`src/rtl/board_move_collector.sv`:
```
// Board-level collector: drains the per-column move FIFOs onto one valid/ready stream.
// Optional macro COLLECTOR_DROP_ZERO_EN: all-zero words are consumed but not emitted.
module board_move_collector #(
  parameter int NCOL    = 8,
  parameter int WORD_W  = 160,
  parameter int CNT_W   = 10,
  parameter int WDT_VAL = 1023
) (
  input  logic                   clk,
  input  logic                   reset,
  input  logic                   start,
  input  logic [NCOL-1:0]        col_done,
  input  logic [NCOL-1:0]        col_empty,
  input  logic [NCOL*WORD_W-1:0] col_data,
  output logic [NCOL-1:0]        col_rden,
  output logic [WORD_W-1:0]      out_data,
  output logic                   out_valid,
  input  logic                   out_ready,
  output logic [CNT_W-1:0]       word_count,
  output logic                   busy,
  output logic                   done,
  output logic                   timeout
);

  localparam int PTR_W = (NCOL > 1) ? $clog2(NCOL) : 1;
  localparam int WDT_W = $clog2(WDT_VAL + 1);
  localparam logic [WDT_W-1:0] WDT_LAST = WDT_W'(WDT_VAL - 1);

  typedef enum logic [2:0] {IDLE, SCAN, READ, HOLD, DONE} state_e;

  state_e             state_q;
  logic [NCOL-1:0]    drained_q, drained_d;
  logic [PTR_W-1:0]   ptr_q, sel_idx;
  logic               sel_found;
  logic [WDT_W-1:0]   wdt_q;
  logic               wdt_expired;
  logic [WORD_W-1:0]  out_data_q;
  logic               out_valid_q;
  logic               timeout_q;
  logic [CNT_W-1:0]   word_count_q;
  logic [WORD_W-1:0]  col_word [NCOL];

  for (genvar g = 0; g < NCOL; g++) begin : g_unpack
    assign col_word[g] = col_data[g*WORD_W +: WORD_W];
  end

  // Lowest-index pending column wins: scan downward so the last hit is the lowest.
  // NOTE: every always_comb output gets a default first, so no path can infer a latch.
  always_comb begin
    sel_found = 1'b0;
    sel_idx   = '0;
    for (int i = NCOL - 1; i >= 0; i--) begin
      if (col_done[i] && !drained_q[i]) begin
        sel_found = 1'b1;
        sel_idx   = PTR_W'(i);
      end
    end
  end

  // Watchdog saturates on its last count, so expiry stays visible until the round ends.
  assign wdt_expired = (wdt_q == WDT_LAST);

  // rden is decided in the same cycle as col_empty so an empty FIFO is never popped.
  always_comb begin
    drained_d = drained_q;
    col_rden  = '0;
    if (state_q == SCAN && sel_found) begin
      if (col_empty[sel_idx]) begin
        drained_d[sel_idx] = 1'b1;
      end else if (!wdt_expired) begin
        col_rden[sel_idx] = 1'b1;
      end
    end
  end

  // NOTE: sequential state uses non-blocking assignments so all registers see pre-edge values.
  always_ff @(posedge clk) begin
    if (reset) begin
      state_q      <= IDLE;
      drained_q    <= '0;
      ptr_q        <= '0;
      wdt_q        <= '0;
      out_data_q   <= '0;
      out_valid_q  <= 1'b0;
      timeout_q    <= 1'b0;
      word_count_q <= '0;
    end else begin
      if ((state_q inside {SCAN, READ, HOLD}) && !wdt_expired) begin
        wdt_q <= wdt_q + 1'b1;
      end
      case (state_q)
        IDLE, DONE: begin
          if (start) begin
            state_q      <= SCAN;
            drained_q    <= '0;
            word_count_q <= '0;
            timeout_q    <= 1'b0;
            wdt_q        <= '0;
          end
        end
        SCAN: begin
          drained_q <= drained_d;
          if (&drained_d) begin
            state_q <= DONE;
          end else if (wdt_expired) begin
            state_q   <= DONE;
            timeout_q <= 1'b1;
          end else if (|col_rden) begin
            ptr_q   <= sel_idx;
            state_q <= READ;
          end
        end
        READ: begin
`ifdef COLLECTOR_DROP_ZERO_EN
          if (col_word[ptr_q] == '0) begin
            if (wdt_expired) begin
              state_q   <= DONE;
              timeout_q <= 1'b1;
            end else begin
              state_q <= SCAN;
            end
          end else begin
            out_data_q  <= col_word[ptr_q];
            out_valid_q <= 1'b1;
            state_q     <= HOLD;
          end
`else
          out_data_q  <= col_word[ptr_q];
          out_valid_q <= 1'b1;
          state_q     <= HOLD;
`endif
        end
        HOLD: begin
          if (out_ready) begin
            out_valid_q <= 1'b0;
            if (word_count_q != '1) begin
              word_count_q <= word_count_q + 1'b1;
            end
            if (wdt_expired) begin
              state_q   <= DONE;
              timeout_q <= 1'b1;
            end else begin
              state_q <= SCAN;
            end
          end
        end
        default: state_q <= IDLE;
      endcase
    end
  end

  assign out_data   = out_data_q;
  assign out_valid  = out_valid_q;
  assign word_count = word_count_q;
  assign timeout    = timeout_q;
  assign busy       = (state_q inside {SCAN, READ, HOLD});
  assign done       = (state_q == DONE);

endmodule

```
`config.mk`:
```
export PLATFORM = sky130hd
export DESIGN_NAME = board_move_collector
export DESIGN_NICKNAME = d
export VERILOG_FILES = /design/src/rtl/board_move_collector.sv
export SDC_FILE = /design/constraint.sdc
export NUM_CORES = 1
export LEC_CHECK = 0
export ABC_AREA = 1
export CORE_AREA = 2 2 571 573
export CTS_BUF_LIST = sky130_fd_sc_hd__clkbuf_4 sky130_fd_sc_hd__clkbuf_8 sky130_fd_sc_hd__clkbuf_16
export DETAILED_ROUTE_END_ITERATION = 8
export DIE_AREA = 0 0 573 575
export PLACE_DENSITY = 0.36
export REMOVE_ABC_BUFFERS = 1
export SLEW_MARGIN = 20
export SYNTH_ARGS = -nofsm -noshare
export SYNTH_HDL_FRONTEND = slang
export SYNTH_SLANG_ARGS = --single-unit
```
`constraint.sdc`:
```
create_clock -name clk -period 2.6 [get_ports clk]
set_clock_uncertainty 0.1 [all_clocks]
set_input_delay 0.52 -clock clk [delete_from_list [all_inputs] [get_ports clk]]
set_output_delay 0.52 -clock clk [all_outputs]
set_load 0.01 [all_outputs]
```
==> impl_summary.txt <==
----------------------------------------------------
[Run status]
  Violated checks ... setup timing
  Status ... finished, violations left

[Clocking]
  Max Root-Sink Buffers ... 3
  Number of buffers inserted during clock tree synthesis ... 25
  Number of sinks handled by clock tree synthesis ... ~200
  Cell at the root of the clock tree ... clkbuf_16
  Clk_lat worst skew ... a little under 600 ps
  Depth of the CTS H-tree ... 4
  CTS tree ... yes
  Clock transition at path regs ... 90 ps

[Die]
  Die outline height ... 575 um
  Die Outline Area ... 329000 um2
  Die outline width ... 573 um
  I/O pin total ... approximately 1500
  Floorplan Core Area ... between 300000 and 400000 um2
  Standard-cell row count ... 209
  Initial standard-cell utilization of the core ... 0.0574

[GRT]
  Global-route wire length before repair ... 332000 um
  Initial antenna violation count ... between 200 and 300
  Global route overflow ... 0
  Total GRT Usage ... 0.156
  Number of global-route vias before repair ... 28500
  Largest net degree at the start of global routing ... 101

[Yosys]
  Synthesized area ... approximately 19000 um2
  Biggest area contributors in the synthesized netlist ... o21ai_0 (22%), dfxtp_1 (21%), mux2i_1 (17%)
  Fraction of synthesized cell area taken by the top area cell type ... 0.219
  Number of library cell types mapped by synthesis ... 39
  Synth warnings ... 0
  XOR/XNOR share of the synthesized area ... 0.00142
  Simple-gate portion of the synthesized area ... 0.0499
  Leading register cell type out of synthesis ... dfxtp_1
  Multiplexer fraction of the synthesized cell area ... 0.173
  Per-instance average area after synthesis ... 6.50 um2
  Post-synthesis sequential area ratio ... 0.211
  Dominant combinational cell family by area after synthesis ... compound AO/OA/AOI/OAI gates
  Mapped Cells ... 2854
  Most repeated cell in the gate-level netlist after synthesis ... o21ai_0
  Share of the synthesized area in compound gates (AO/OA/AOI/OAI) ... 0.428
  Synth top cells by count ... o21ai_0 (812), a21oi_1 (513), inv_1 (365), mux2i_1 (320), clkbuf_1 (210)
  Async set-or-reset flop fraction in the synthesized netlist ... 0
  Number of enable-type register cells in the synthesized netlist ... 0
  Adder and majority cell fraction of the synthesized area ... 0.00202
  Synth area leader ... o21ai_0
  Register bit count reported by yosys ... 196

[Hold path]
  HP Class ... flip-flop to flip-flop
  Worst hold path stage count ... 2

[Detailed routing]
  Final routed DRC violation total ... 0
  Routed length per instance ... about 30 um
  DRT antenna net count ... 0
  Pre-antenna DRT Iters ... 5
  Initial drt markers ... ~2000
  Final Routed Wirelength ... 268000 um
  Total number of vias ... 29000
  Vias per Instance ... ~3.3

[Pwr]
  Fraction of power consumed by combinational cells ... 0.703
  Power share of the clock group ... 0.138
  Switching Power ... around 14 mW
  Static Leak ... roughly 15 nW
  Share of total power in sequential cells ... 0.159
  Switching share of power ... 0.502
  Pwr/cell area ... between 600 and 700 nW/um2
  Worst vdd ir ... 0.000343 V
  Internal power ... about 14 mW

[STA]
  Peak Freq ... 310 MHz
  Number of failing hold endpoints at the final stage ... 0
  Setup repair after global routing missed its margin ... true
  Final setup TNS ... -4710 ps
  Final worst path period share ... 1.24
  Max_slew headroom ... 0.0826
  Number of slew-limit violations in the final report ... 0
  Final setup vio count ... 12
  Final worst path period need ... 3220 ps
  Final critical-path setup slack ... -622 ps
  Slew @ Worst Pin ... 1360 ps

[Placement]
  Weighted congestion at the end of routability-driven global placement ... approximately 0.97
  Placed wire-length estimate ... ~240000 um
  # port buffers ... 1481

[Critical path]
  Cells on worst reg2reg path ... 26
  Element type at the critical path start ... input pin
  WP data arrival ... between 2000 and 3000 ps
  Top fanout value on the critical path ... 5
  Worst setup EP type ... output port
  Required time worst endpoint ... slightly below 2000 ps
  Critical path start-end classification ... input pin to output port

[Finish]
  Filler Cells Inserted ... between 30000 and 40000
  Total Nets Final ... 5749
  Final Util ... 0.130
  Layout Area Growth over Synthesis ... 127%
  Ratio of cells with drive above 1 in the final layout ... 0.118

[Job]
  Number of max-cap violations ... 0

----------------------------------------------------
-- per-layer routing --
metal,share of wire,GRT usage,wire length [um],vias to the layer above
met3,0.12,0.0829,33100,496
met5,0.0042,0,1130,-
met4,0.026,0.0325,7030,170
li1,-,-,-,13300
met2,0.45,0.253,121000,1571
met1,0.40,0.181,106000,13500
-- area by class of cell --
type | instances | area (um2) | share of cell area
Timing Repair Buffer | 1834 | 18000 | 0.427
Multi-Input combinational cell | 2009 | 12400 | 0.295
Inverter | 380 | 1460 | 0.0346
Clock buffer | 28 | 672 | 0.0159
Tap cell | 4325 | 5410 | 0.128
Sequential cell | 196 | 3940 | 0.0935
Clock inverter | 5 | 83.8 | 0.00199
Antenna cell | 58 | 145 | 0.00344
-- worst paths after layout --
path,end,from,slack [ps]
setup / recovery,col_rden[4],col_done[6],-620
hold / removal,timeout,timeout,370
setup reg to reg,state_q[2],drained_q[7],-30
hold reg to reg,timeout,timeout,370
-- state kept, by name (all words and copies together) (netlist names) --
| register | cells |
|---|---|
| wdt_q | 10 |
| timeout | 1 |
| out_data | 160 |
| ptr_q | 3 |
| out_valid | 1 |
| drained_q | 8 |
| state_q | 3 |
| word_count | 10 |
-- layout by cell type, fill, tap and decap left out, drive strengths merged, types with 2 or more instances in the layout --
master	count
nor4	2
nor3	12
ha	3
o211ai	161
nand3	21
diode	58
mux2i	320
bufinv	2
a21oi	516
and3	2
dfxtp	196
clkbuf	28
clkinv	3
dlygate4sd2	2
nand2	83
inv	379
buf	374
clkdlybuf4s50	1458
nand3b	2
o21ai	816
nor2	53
nand4	8
a211oi	3
xor2	3
-- worst max-delay path, cell delays in order --
cell and delay, ps:
clkdlybuf4s50_1 510, nand2_4 70, nand2_2 70, nand2_2 50, nand2_2 70, nand2_2 60
nand2_2 90, nand2_4 80, buf_6 130, nand4_1 60, nand2_1 80, nor2_2 150
nand2_4 80, nor2_4 120, inv_4 70, nor4_4 130, buf_4 170, buf_6 100
-- what timing repair did --
item,CTS,global route
buffers inserted,2,12
pin swaps,7,17
gates resized for setup,66,75
gates cloned,0,0
setup endpoints to repair,16,19
hold buffers,0,0
-- cells by family (layout without fill, tap and decap cells) --
logic type / count (synthesis) / count (layout)
compound gates: 1499 / 1499
buf+inv: 649 / 2247
simple gates: 184 / 184
mux: 320 / 320
fa+ha+maj: 3 / 3
flops: 196 / 196
other cells: 0 / 58
xor+xnor: 3 / 3
-- metrics by stage --
stage	cell area [um2]	instances	hold slack (ps)	power, mW	setup WS (ps)
6_report	42100	8835	369	28.6	-622
4_1_cts	41600	8765	373	29.3	-750
3_3_place_gp	40800	8731	347	25.0	-1340
2_1_floorplan	17500	2585	330	10.1	-19220
3_5_place_dp	40800	8731	349	25.0	-1200
5_1_grt	42100	8805	393	30.7	-782
-- power groups by stage --
stage	Sequential [mW]	Combinational (mW)	Clock, mW
floorplan	4.71	5.35	0
global placement	4.61	20.4	0
detailed placement	4.62	20.4	0
CTS	4.58	20.5	4.24
global route	4.68	21.8	4.27
finish	4.56	20.1	3.95
Note: power is estimated with default switching activity, not from simulation.
